--- src/rtl/div_hilo_if.sv ---
// Divider-to-writeback result handshake: the divider (master) presents a result with
// div_valid, and the HI/LO stage (slave) accepts it with div_ready.
interface div_hilo_if #(
   parameter int unsigned WIDTH = 32
);
   logic             div_valid;
   logic             div_ready;
   logic [WIDTH-1:0] div_quotient;
   logic [WIDTH-1:0] div_remainder;
   logic             dividend_neg;
   logic             divisor_neg;
   logic             div_by_zero;

   modport master (
      output div_valid, div_quotient, div_remainder, dividend_neg, divisor_neg, div_by_zero,
      input  div_ready
   );

   modport slave (
      input  div_valid, div_quotient, div_remainder, dividend_neg, divisor_neg, div_by_zero,
      output div_ready
   );
endinterface

--- src/rtl/div_hilo_writeback.sv ---
// Sign-corrects divider magnitudes and commits them into HI (remainder) / LO (quotient).
// Optional macro DIV0_TRAP_EN: divide-by-zero raises div0_exc instead of writing HI/LO.
module div_hilo_writeback #(
   parameter int unsigned WIDTH = 32
) (
   input  logic             clk,
   input  logic             reset,
   div_hilo_if.slave        div,
   input  logic             mthi_en,
   input  logic             mtlo_en,
   input  logic [WIDTH-1:0] mt_data,
   output logic [WIDTH-1:0] hi_out,
   output logic [WIDTH-1:0] lo_out,
   output logic             busy,
   output logic             hilo_done,
   output logic             div0_exc
);

   typedef enum logic [1:0] {StIdle, StFixup, StCommit} state_e;

   state_e           state_q, state_d;
   logic [WIDTH-1:0] hi_q, hi_d, lo_q, lo_d;
   logic [WIDTH-1:0] quo_q, quo_d, rem_q, rem_d;
   logic             dvd_neg_q, dvd_neg_d, dvs_neg_q, dvs_neg_d, dz_q, dz_d;
   logic             busy_q, busy_d, ready_q, ready_d, done_q, done_d, exc_q, exc_d;

   always_comb begin
      state_d   = state_q;
      hi_d      = hi_q;
      lo_d      = lo_q;
      quo_d     = quo_q;
      rem_d     = rem_q;
      dvd_neg_d = dvd_neg_q;
      dvs_neg_d = dvs_neg_q;
      dz_d      = dz_q;
      done_d    = 1'b0;
      exc_d     = 1'b0;
      unique case (state_q)
         StIdle: begin
            if (mthi_en) hi_d = mt_data;
            if (mtlo_en) lo_d = mt_data;
            if (div.div_valid) begin
               quo_d     = div.div_quotient;
               rem_d     = div.div_remainder;
               dvd_neg_d = div.dividend_neg;
               dvs_neg_d = div.divisor_neg;
               dz_d      = div.div_by_zero;
               state_d   = StFixup;
            end
         end
         StFixup: begin
            quo_d = (dvd_neg_q ^ dvs_neg_q) ? (-quo_q) : quo_q;
            rem_d = dvd_neg_q ? (-rem_q) : rem_q;
`ifdef DIV0_TRAP_EN
            exc_d  = dz_q;
            done_d = !dz_q;
`else
            // Divide-by-zero reports an all-ones quotient.
            if (dz_q) quo_d = '1;
            done_d = 1'b1;
`endif
            state_d = StCommit;
         end
         StCommit: begin
`ifdef DIV0_TRAP_EN
            if (!dz_q) begin
               hi_d = rem_q;
               lo_d = quo_q;
            end
`else
            hi_d = rem_q;
            lo_d = quo_q;
`endif
            state_d = StIdle;
         end
         default: state_d = StIdle;
      endcase
      busy_d  = (state_d != StIdle);
      ready_d = (state_d == StIdle);
   end

   always_ff @(posedge clk) begin
      if (reset) begin
         state_q   <= StIdle;
         hi_q      <= '0;
         lo_q      <= '0;
         quo_q     <= '0;
         rem_q     <= '0;
         dvd_neg_q <= 1'b0;
         dvs_neg_q <= 1'b0;
         dz_q      <= 1'b0;
         busy_q    <= 1'b0;
         ready_q   <= 1'b1;
         done_q    <= 1'b0;
         exc_q     <= 1'b0;
      end else begin
         state_q   <= state_d;
         hi_q      <= hi_d;
         lo_q      <= lo_d;
         quo_q     <= quo_d;
         rem_q     <= rem_d;
         dvd_neg_q <= dvd_neg_d;
         dvs_neg_q <= dvs_neg_d;
         dz_q      <= dz_d;
         busy_q    <= busy_d;
         ready_q   <= ready_d;
         done_q    <= done_d;
         exc_q     <= exc_d;
      end
   end

   assign hi_out        = hi_q;
   assign lo_out        = lo_q;
   assign busy          = busy_q;
   assign div.div_ready = ready_q;
   assign hilo_done     = done_q;
`ifdef DIV0_TRAP_EN
   assign div0_exc      = exc_q;
`else
   assign div0_exc      = 1'b0;
   logic unused_exc;
   assign unused_exc    = exc_q;
`endif

endmodule

--- src/flat_wrapper.sv ---
// flat-port wrapper written by rule: the top's interface ports become plain ports
module div_hilo_writeback_flat 
#(
   parameter int unsigned WIDTH = 32
)
  (clk, reset, mthi_en, mtlo_en, mt_data, hi_out, lo_out, busy, hilo_done, div0_exc, div_div_valid, div_div_quotient, div_div_remainder, div_dividend_neg, div_divisor_neg, div_div_by_zero, div_div_ready);
  div_hilo_if #(.WIDTH(WIDTH)) div_i ();
  input  logic clk;
  input  logic reset;
  input  logic mthi_en;
  input  logic mtlo_en;
  input  logic [WIDTH-1:0] mt_data;
  output logic [WIDTH-1:0] hi_out;
  output logic [WIDTH-1:0] lo_out;
  output logic busy;
  output logic hilo_done;
  output logic div0_exc;
  input wire logic [$bits(div_i.div_valid)-1:0] div_div_valid;
  input wire logic [$bits(div_i.div_quotient)-1:0] div_div_quotient;
  input wire logic [$bits(div_i.div_remainder)-1:0] div_div_remainder;
  input wire logic [$bits(div_i.dividend_neg)-1:0] div_dividend_neg;
  input wire logic [$bits(div_i.divisor_neg)-1:0] div_divisor_neg;
  input wire logic [$bits(div_i.div_by_zero)-1:0] div_div_by_zero;
  output wire logic [$bits(div_i.div_ready)-1:0] div_div_ready;
  assign div_i.div_valid = div_div_valid;
  assign div_i.div_quotient = div_div_quotient;
  assign div_i.div_remainder = div_div_remainder;
  assign div_i.dividend_neg = div_dividend_neg;
  assign div_i.divisor_neg = div_divisor_neg;
  assign div_i.div_by_zero = div_div_by_zero;
  assign div_div_ready = div_i.div_ready;
  div_hilo_writeback #(.WIDTH(WIDTH)) u_core (.clk(clk), .reset(reset), .div(div_i), .mthi_en(mthi_en), .mtlo_en(mtlo_en), .mt_data(mt_data), .hi_out(hi_out), .lo_out(lo_out), .busy(busy), .hilo_done(hilo_done), .div0_exc(div0_exc));
endmodule
--- config.mk ---
export PLATFORM = sky130hd
export DESIGN_NAME = div_hilo_writeback_flat
export DESIGN_NICKNAME = d
export VERILOG_FILES = /design/src/rtl/div_hilo_if.sv /design/src/rtl/div_hilo_writeback.sv /design/src/flat_wrapper.sv
export SDC_FILE = /design/constraint.sdc
export NUM_CORES = 1
export LEC_CHECK = 0
export CORE_MARGIN = 5
export CORE_UTILIZATION = 45
export DETAILED_ROUTE_END_ITERATION = 8
export HOLD_SLACK_MARGIN = 0.12
export PLACE_DENSITY = 0.85
export SLEW_MARGIN = 20
export SYNTH_ARGS = -nofsm -noshare
export SYNTH_HDL_FRONTEND = slang
export SYNTH_SLANG_ARGS = --single-unit
--- constraint.sdc ---
create_clock -name clk -period 2.09 [get_ports clk]
set_input_delay 0.5225 -clock clk [delete_from_list [all_inputs] [get_ports clk]]
set_output_delay 0.5225 -clock clk [all_outputs]
set_load 0.03 [all_outputs]
# After elaboration in Yosys (flattened, before gate mapping)
# Cells that the tools add are included.
# word_totals
regBits,136
in_bits,104
out_inout_bits,68
word_cells,45
# classes
n_addsub,2
n_eq_ne,7
mux,14
n_bitwise,1
n_reduce_logical,10
# op_table
op,count
$pmux W32 S2,4
$mux W32,7
$neg A32 Y32,2
$ne A2 B2 Y1 const B,3
$reduce_and A2 Y1,3
$reduce_and A3 Y1,2
$reduce_bool A2 Y1,3
$logic_not A2 Y1,2
$pmux W2 S2,1
$ne A3 B1 Y1 const B,1
$eq A2 B1 Y1 const B,1
$eq A2 B2 Y1 const B,1
$mux W2,1
$ne A2 B1 Y1 const B,1
$mux W1,1
$xor A1 B1 Y1,1

# Longest topological paths before layout
# Gate-level depths: netlist of the first run.
# depth
word_depth,4
mapped_depth,8
ltp_nobuf,7

# Worst setup path before layout of the first run
# OpenSTA, ideal clock, no wires.
# synth_timing
kind,flip-flop to flip-flop
startpoint,register u_core.rem_q[2]
endpoint,register u_core.rem_q[21]
setup_time_ns,0.112
arrival_ns,2.163
t_required_ns,1.978
setup_slack_ns,-0.185
path_stages_with_launch,7
n_path_buf,1
period_less_slack_ns,2.275
path_cell_list,dfxtp_1 > buf_6 > or4_4 > or4_4 > o311ai_1 > o41ai_1 > a2111oi_1
# synth_via
elab_chain_cells,3
# synth_rtl
element,line,text
start: declaration,div_hilo_writeback.sv:23,"logic [WIDTH-1:0] quo_q, quo_d, rem_q, rem_d;"
start signal: assignment,div_hilo_writeback.sv:101,rem_q <= rem_d;
$neg A32 Y32,div_hilo_writeback.sv:53,rem_d = dvd_neg_q ? (-rem_q) : rem_q;
$mux W32,div_hilo_writeback.sv:53,
$pmux W32 S2,div_hilo_writeback.sv:38,unique case (state_q)
# No other way between the ends. The select of a mux whose other input is x is not followed.
# A chain may end at the register's enable or synchronous reset.

# Worst setup path after layout of the first run
# layout_timing
startpoint,register u_core.rem_q[14]
endpoint,register u_core.rem_q[21]
# Same word-level chain as after synthesis.

==> results_dict.tcl, run 1 <==
set metrics [dict create \
    nets 1261 \
    synth_seq_area_share_pct 38.6 \
    share_of_final_layout_standard_cells_stronger_than_drive_strength_1_pct 18.9 \
    detailedPlacementHpwl_mm 18.6 \
    area_delta_synth_final_pct 51.7 \
    hold_violations 0 \
    timing.critical_path.mode_cell "sky130_fd_sc_hd__or4_4" \
    htree_num_levels 4 \
    hold_path_startpoint "u_core.lo_out[27]$_SDFFE_PP0P_" \
    floorplan.die.width_um 135 \
    pre_cts_slack_ps -188 \
    cp_cell_sequence "or4_4 -> or4_4 -> o311ai_4 -> o41ai_2 -> a2111oi_1" \
    clk-insertion-delay-late_ps 430 \
    cp-end-kind "register" \
    synth-async-reset-ratio_pct 0 \
    timing.hold.worst.class "register to register" \
    highest_ir_drop_seen_on_vdd_v 0.000666 \
    total_number_of_placement_rows 45 \
    grt_overflow 0 \
    route.antenna.remaining_nets 0 \
    slowest_stage "sky130_fd_sc_hd__or4_4" \
    detailed_route_via_count 8567 \
    syn_inst 919 \
    combPwrFrac_pct 40.8 \
    crit_path_from "u_core.rem_q[14]$_SDFFE_PP0N_" \
    die_area_um2 18200 \
    finish.cell_count_without_fillers 1377 \
    switching_power_w 0.00367 \
    setup_slack_ps -252 \
    crit_path_max_incr_delay_ps 560 \
    post-place-cells 1339 \
    power.share.switching_pct 36.7 \
    finalClockSkew_ps 6.51 \
    yosys.cell_count.top_type "sky130_fd_sc_hd__nand2_1" \
    fin_tns_setup_ps -710 \
    grt_first_pass_wirelength_mm 40.8 \
    achievable_clock_frequency_ghz 0.427 \
    drt-pass1-iter-count 6 \
    routed_wirelength_normalized_by_instance_count_um 19.4 \
    setup-violations-final 5 \
    initialDrtViolationCount 1240 \
    seq_area_um2 2710 \
    gr-usage-all-layers_pct 27.8 \
    rr_startpoint "u_core.rem_q[14]$_SDFFE_PP0N_" \
    grt_start_max_net_pins 55 \
    totalWireLength_mm 26.7 \
    critical_path_peak_fanout 4 \
    path_class "register to register" \
    min_period_over_period_pct 112 \
    route.detailed.vias_per_inst 6.22 \
    grt_antenna_before_repair 1 \
    effective_utilization_at_floorplan_pct 45.9 \
    syn_nets 1025 \
    clock_sinks 135 \
    finalMaxSlewViolations 0 \
    share_of_total_power_in_sequential_cells_pct 32.6 \
    synth_top_cell_area_share_pct 38.6 \
    remaining_drc_errors 0 \
    run_status "complete, but fails checks" \
    post_synth_main_area_contributors "sky130_fd_sc_hd__dfxtp_1 (39%), sky130_fd_sc_hd__nand2_1 (8.6%), sky130_fd_sc_hd__a311oi_1 (8.4%), sky130_fd_sc_hd__nor2_1 (7.1%), sky130_fd_sc_hd__clkbuf_1 (3.4%)" \
    synth_enable_flop_cells 0 \
    syn-cell-area_um2 7010 \
    p_leak_nw 4.01 \
    mean_post_synth_cell_area_um2 7.62 \
    grt_setup_unrepaired "yes" \
    finish.instance_area_um2 10600 \
    maxCapViolations 0 \
    data_required_time_of_the_critical_path_ps 2400 \
    failing_checks "setup timing" \
    io_buffer_count 170 \
    post_dp_cell_area_um2 9780 \
    globalplace.congestion 0.902 \
    critPathArrivalTime_ps 2650 \
    pwr-share-clk_pct 26.6 \
    tritoncts.num_buffers 17 \
    clockRootBuffer "sky130_fd_sc_hd__clkbuf_16" \
    multi_input_area_um2 4270 \
    holdBufCountCts 0 \
    vias_in_the_first_global_route 7848 \
    coreArea_um2 15300 \
    synth_largest_area_cell "sky130_fd_sc_hd__dfxtp_1" \
    power.density_cell_area_nw_per_um2 943 \
    postLayoutCoreUtil_pct 69.7 \
    filler_cell_count 1118 \
    cts_buffer_depth 2 \
    p_int_w 0.00635 \
    synth_top_flop_cell "sky130_fd_sc_hd__dfxtp_1" \
    synthDistinctLibCells 61 \
    ys_seq_elements 135 \
    floorplan.io_pins 172 \
    cts_tree "built" \
    dieHeight_um 135 \
    yosys-top-cells-count "sky130_fd_sc_hd__nand2_1 (161), sky130_fd_sc_hd__dfxtp_1 (135), sky130_fd_sc_hd__nor2_1 (132)" \
    worstSetupStartpointType "register" \
    final_period_minus_worst_setup_slack_ps 2340 \
    ys.warnings.count 0 \
    clk_transition_reported_paths_ps 60 \
]
## final timing paths
path | endpoint | slack, ps | depth (start not counted)
setup / recovery | u_core.rem_q[21]$_SDFFE_PP0N_ | -250 | 5
hold / removal | u_core.lo_out[27]$_SDFFE_PP0P_ | 500 | 2
setup reg to reg | u_core.rem_q[21]$_SDFFE_PP0N_ | -250 | 5
hold reg to reg | u_core.lo_out[27]$_SDFFE_PP0P_ | 500 | 2
## kinds of logic (layout without fill, tap and decap cells)
| logic type | count (synthesis) | after routing | synth area share, % |
|---|---|---|---|
| simple gates | 443 | 443 | 29.8 |
| compound gates | 232 | 232 | 24.3 |
| flops | 135 | 135 | 38.6 |
| buf+inv | 94 | 340 | 5.23 |
| mux | 8 | 8 | 1.20 |
| xor+xnor | 4 | 4 | 0.500 |
| fa+ha+maj | 2 | 2 | 0.357 |
| other cells | 1 | 2 | 0.0535 |
## power groups by stage
stage	clock (W)	sequential, W	combinational [W]
final	0.00266	0.00327	0.00409
after detailed placement	0	0.00329	0.00371
after global placement	0	0.00328	0.00362
after global routing	0.00278	0.00331	0.00433
after floorplan	0	0.00363	0.00169
after CTS	0.00266	0.00325	0.00382
## state kept, by name, summed over array words and instances, names as in the netlist
name                  count
u_core.dvs_neg_q          1
u_core.hi_out            32
u_core.rem_q             32
u_core.dz_q               1
u_core.div.div_ready      1
u_core.busy               1
u_core.state_q            2
u_core.quo_q             32
u_core.dvd_neg_q          1
u_core.lo_out            32
## critical path: cells and delay by family (launching register included)
family	cells	cell delay [ps]
compound gates	3	800
simple gates	2	1100
flops	1	310
## layout make-up
class	count	share of cell area, %
antenna	1	0.0235
clock buffer	25	4.57
clock inverter	4	0.212
inverter	14	0.518
multi-input combinational	690	40.2
sequential	135	25.5
tap	211	2.48
timing repair buffer	297	26.5
## through the flow
step	total power (W)	hold slack (ps)
2_1_floorplan	0.00531	449
3_3_place_gp	0.00690	458
3_5_place_dp	0.00700	491
4_1_cts	0.00973	485
5_1_grt	0.0104	514
6_report	0.0100	497
## repair_timing
| item | CTS | global route |
|---|---|---|
| pin swaps | 3 | 11 |
| resized for setup | 14 | 42 |
| endpoints found under the setup margin | 16 | 27 |
| buffers inserted | 3 | 5 |
## layout by cell type, fill, tap and decap left out, drive strengths merged, types with 4 or more instances in the layout
cell           count
a211oi            15
a22oi              5
clkbuf            25
buf              128
or4               14
nand4              7
o311ai             5
o31ai              9
nor2b              4
xnor2              4
a21o               7
o21ai             29
inv               14
nor3              23
dfxtp            135
nand3             16
and3               7
a311oi            67
clkdlybuf4s50    168
o211ai             6
nand2            161
nor4              36
mux2i              5
a21oi             39
or3               24
o22ai              8
o311a              4
a31oi             12
nor2             132
## routing by layer
layer / track usage (%) / wire, um / vias up
met1: 35.4 / 10400 / 4010
met5: 0 / 0 / -
met4: 11.9 / 1070 / 0
met2: 46.2 / 12900 / 566
met3: 4.99 / 2380 / 111
li1: - / - / 3880
(Power assumes the default switching activity.)
==> run 2, diff against run 1 <==
Settings changed: CAP_MARGIN set to 40.
==> results of run 2 <==
Final layout, timing and power as in run 1 (identical DEF).
==> run 3, diff against run 2 <==
Settings changed: CAP_MARGIN 40 to 10, CORE_UTILIZATION 45 to 46, CTS_BUF_LIST set to sky130_fd_sc_hd__clkbuf_8, PLACE_DENSITY 0.85 to 0.86.
==> results_dict.tcl, run 3 (synthesized netlist as in run 1, its figures left out) <==
set metrics [dict create \
    failing_checks "setup timing" \
    worst_hold_path.endpoint "u_core.rem_q[2]$_SDFFE_PP0N_" \
    run_status "complete, but fails checks" \
    grt_antenna_before_repair 1 \
    gr-usage-all-layers_pct 27.9 \
    routed_wirelength_normalized_by_instance_count_um 19.3 \
    grt_overflow 0 \
    route.antenna.remaining_nets 0 \
    rr_startpoint "u_core.rem_q[0]$_SDFFE_PP0P_" \
    clk_transition_reported_paths_ps 80 \
    cts_buffer_depth 2 \
    critPathArrivalTime_ps 2720 \
    vias_in_the_first_global_route 7771 \
    finalClockSkew_ps 14.5 \
    clockRootBuffer "sky130_fd_sc_hd__clkbuf_8" \
    timing.critical_path.max_delay_family "simple AND/OR/NAND/NOR gates" \
    remaining_drc_errors 0 \
    fin_hold_ws_ps 447 \
    setup-violations-final 4 \
    slowest_stage "sky130_fd_sc_hd__or4_4" \
    highest_ir_drop_seen_on_vdd_v 0.000565 \
    post-place-cells 1313 \
    achievable_clock_frequency_ghz 0.420 \
    timing.hold.worst.class "primary input to register" \
    path_class "register to register" \
    hold_depth 2 \
    crit_buf_inv 1 \
    postLayoutCoreUtil_pct 68.8 \
    grt_first_pass_wirelength_mm 40.2 \
    finish.cell_count_without_fillers 1350 \
    share_of_final_layout_standard_cells_stronger_than_drive_strength_1_pct 18.2 \
    timing.critical_path.mode_cell "sky130_fd_sc_hd__or4_4" \
    data_required_time_of_the_critical_path_ps 2430 \
    antenna_cells_inserted 0 \
    power.density_cell_area_nw_per_um2 920 \
    maxCapViolations 0 \
    die_area_um2 17800 \
    finalMaxSlewViolations 0 \
    effective_utilization_at_floorplan_pct 46.4 \
    crit_path_max_incr_delay_ps 540 \
    holdBufCountCts 0 \
    p_leak_nw 3.94 \
    setup_slack_ps -290 \
    mostFrequentLayoutCell "sky130_fd_sc_hd__clkdlybuf4s50_1" \
    worstSetupStartpointType "register" \
    fin_tns_setup_ps -769 \
    detailedPlacementHpwl_mm 18.4 \
    floorplan.io_pins 172 \
    min_period_over_period_pct 114 \
    mostFrequentLayoutCells "sky130_fd_sc_hd__clkdlybuf4s50_1 (166), sky130_fd_sc_hd__nand2_1 (161), sky130_fd_sc_hd__dfxtp_1 (132), sky130_fd_sc_hd__nor2_1 (130), sky130_fd_sc_hd__buf_4 (110)" \
    detailed_route_via_count 8432 \
    dieHeight_um 133 \
    critical_path_peak_fanout 4 \
    total_number_of_placement_rows 45 \
    clk-insertion-delay-late_ps 470 \
    grt_start_max_net_pins 69 \
    nets 1255 \
    route.detailed.vias_per_inst 6.25 \
    regToRegSetupSlack_ps -290 \
    floorplan.die.width_um 133 \
    cp-end-kind "register" \
    cts_tree "built" \
    clock_sinks 135 \
    totalWireLength_mm 26.0 \
    worst-r2r-cell-count 6 \
    htree_num_levels 4 \
    hold_violations 0 \
    cp_cell_sequence "or4_4 -> or4_4 -> buf_4 -> nor4_1 -> mux2i_1 -> a31oi_1" \
    io_buffer_count 170 \
    initialDrtViolationCount 1182 \
    globalplace.congestion 0.933 \
    area_delta_synth_final_pct 48.1 \
    fin_total_pwr_w 0.00954 \
    final_period_minus_worst_setup_slack_ps 2380 \
    grt_setup_unrepaired "yes" \
    hold_path_startpoint "reset" \
    drt-pass1-iter-count 7 \
    worstReg2RegEnd "u_core.rem_q[29]$_SDFFE_PP0N_" \
    tritoncts.num_buffers 17 \
    coreArea_um2 15100 \
]
==> run 3: cell types whose count changed in the layout (fill, tap and decap cells not counted), moves of 3 or more <==
cell                         before  now
sky130_fd_sc_hd__buf_12          12    9
sky130_fd_sc_hd__bufinv_16        0    3
sky130_fd_sc_hd__clkbuf_1         5    0
sky130_fd_sc_hd__clkbuf_16       17    0
sky130_fd_sc_hd__clkbuf_8         3   17
sky130_fd_sc_hd__clkinv_4         0    5
sky130_fd_sc_hd__clkinvlp_4       1    4
sky130_fd_sc_hd__inv_1           12   15
sky130_fd_sc_hd__nor4_1          19   23
sky130_fd_sc_hd__nor4_2          11    6
==> run 3: power by group <==
group	switching (W)	internal [W]	leakage (nW)
logic	0.00222	0.00176	2.62
clock network	0.00112	0.00118	0.200
registers	0.000315	0.00295	1.12
==> run 3: worst max path at each step <==
stage / start / to / cells past startpoint
3_3_place_gp: u_core.rem_q[13]$_SDFFE_PP0N_ / u_core.rem_q[21]$_SDFFE_PP0N_ / 5
2_1_floorplan: u_core.rem_q[13]$_SDFFE_PP0N_ / u_core.rem_q[21]$_SDFFE_PP0N_ / 5
5_1_grt: u_core.rem_q[0]$_SDFFE_PP0P_ / u_core.rem_q[29]$_SDFFE_PP0N_ / 6
3_5_place_dp: u_core.rem_q[13]$_SDFFE_PP0N_ / u_core.rem_q[21]$_SDFFE_PP0N_ / 5
4_1_cts: u_core.rem_q[0]$_SDFFE_PP0P_ / u_core.rem_q[21]$_SDFFE_PP0N_ / 5
6_report: u_core.rem_q[0]$_SDFFE_PP0P_ / u_core.rem_q[29]$_SDFFE_PP0N_ / 6
==> run 3: cell type report <==
class	count	area, um2
multi-input combinational	690	4230
sequential	135	2710
timing repair buffer	291	2740
clock buffer	17	234
fill	1149	4710
tap	188	235
inverter	14	52.6
clock inverter	15	181
==> run 3: worst register-to-register path: cells and delay by family, from the launching register on <==
family	cells	cell delay, ps
simple gates	3	1450
flops	1	340
mux	1	220
buf+inv	1	170
compound gates	1	80
==> run 3: repair_timing <==
| action | in CTS | in global routing |
|---|---|---|
| pin swaps | 2 | 5 |
| gates resized for setup | 8 | 36 |
| setup endpoints to repair | 16 | 31 |
| gates cloned | 0 | 0 |
| endpoints found under the hold margin | 0 | 0 |
| buffers inserted | 0 | 5 |
==> run 3: through the flow <==
stage / worst slack [ps] / area [um2]
6_report: -290 / 10400
3_3_place_gp: -82.0 / 9690
5_1_grt: -319 / 10400
4_1_cts: -159 / 10100
3_5_place_dp: -166 / 9690
2_1_floorplan: -85.2 / 7050
==> run 3: per-layer routing <==
metal	vias to the layer above	wire [um]	GRT usage [%]
met2	518	12500	46.0
li1	3864	-	-
met5	-	13	0
met1	3948	10100	35.1
met4	2	1140	12.1
met3	100	2240	6.12
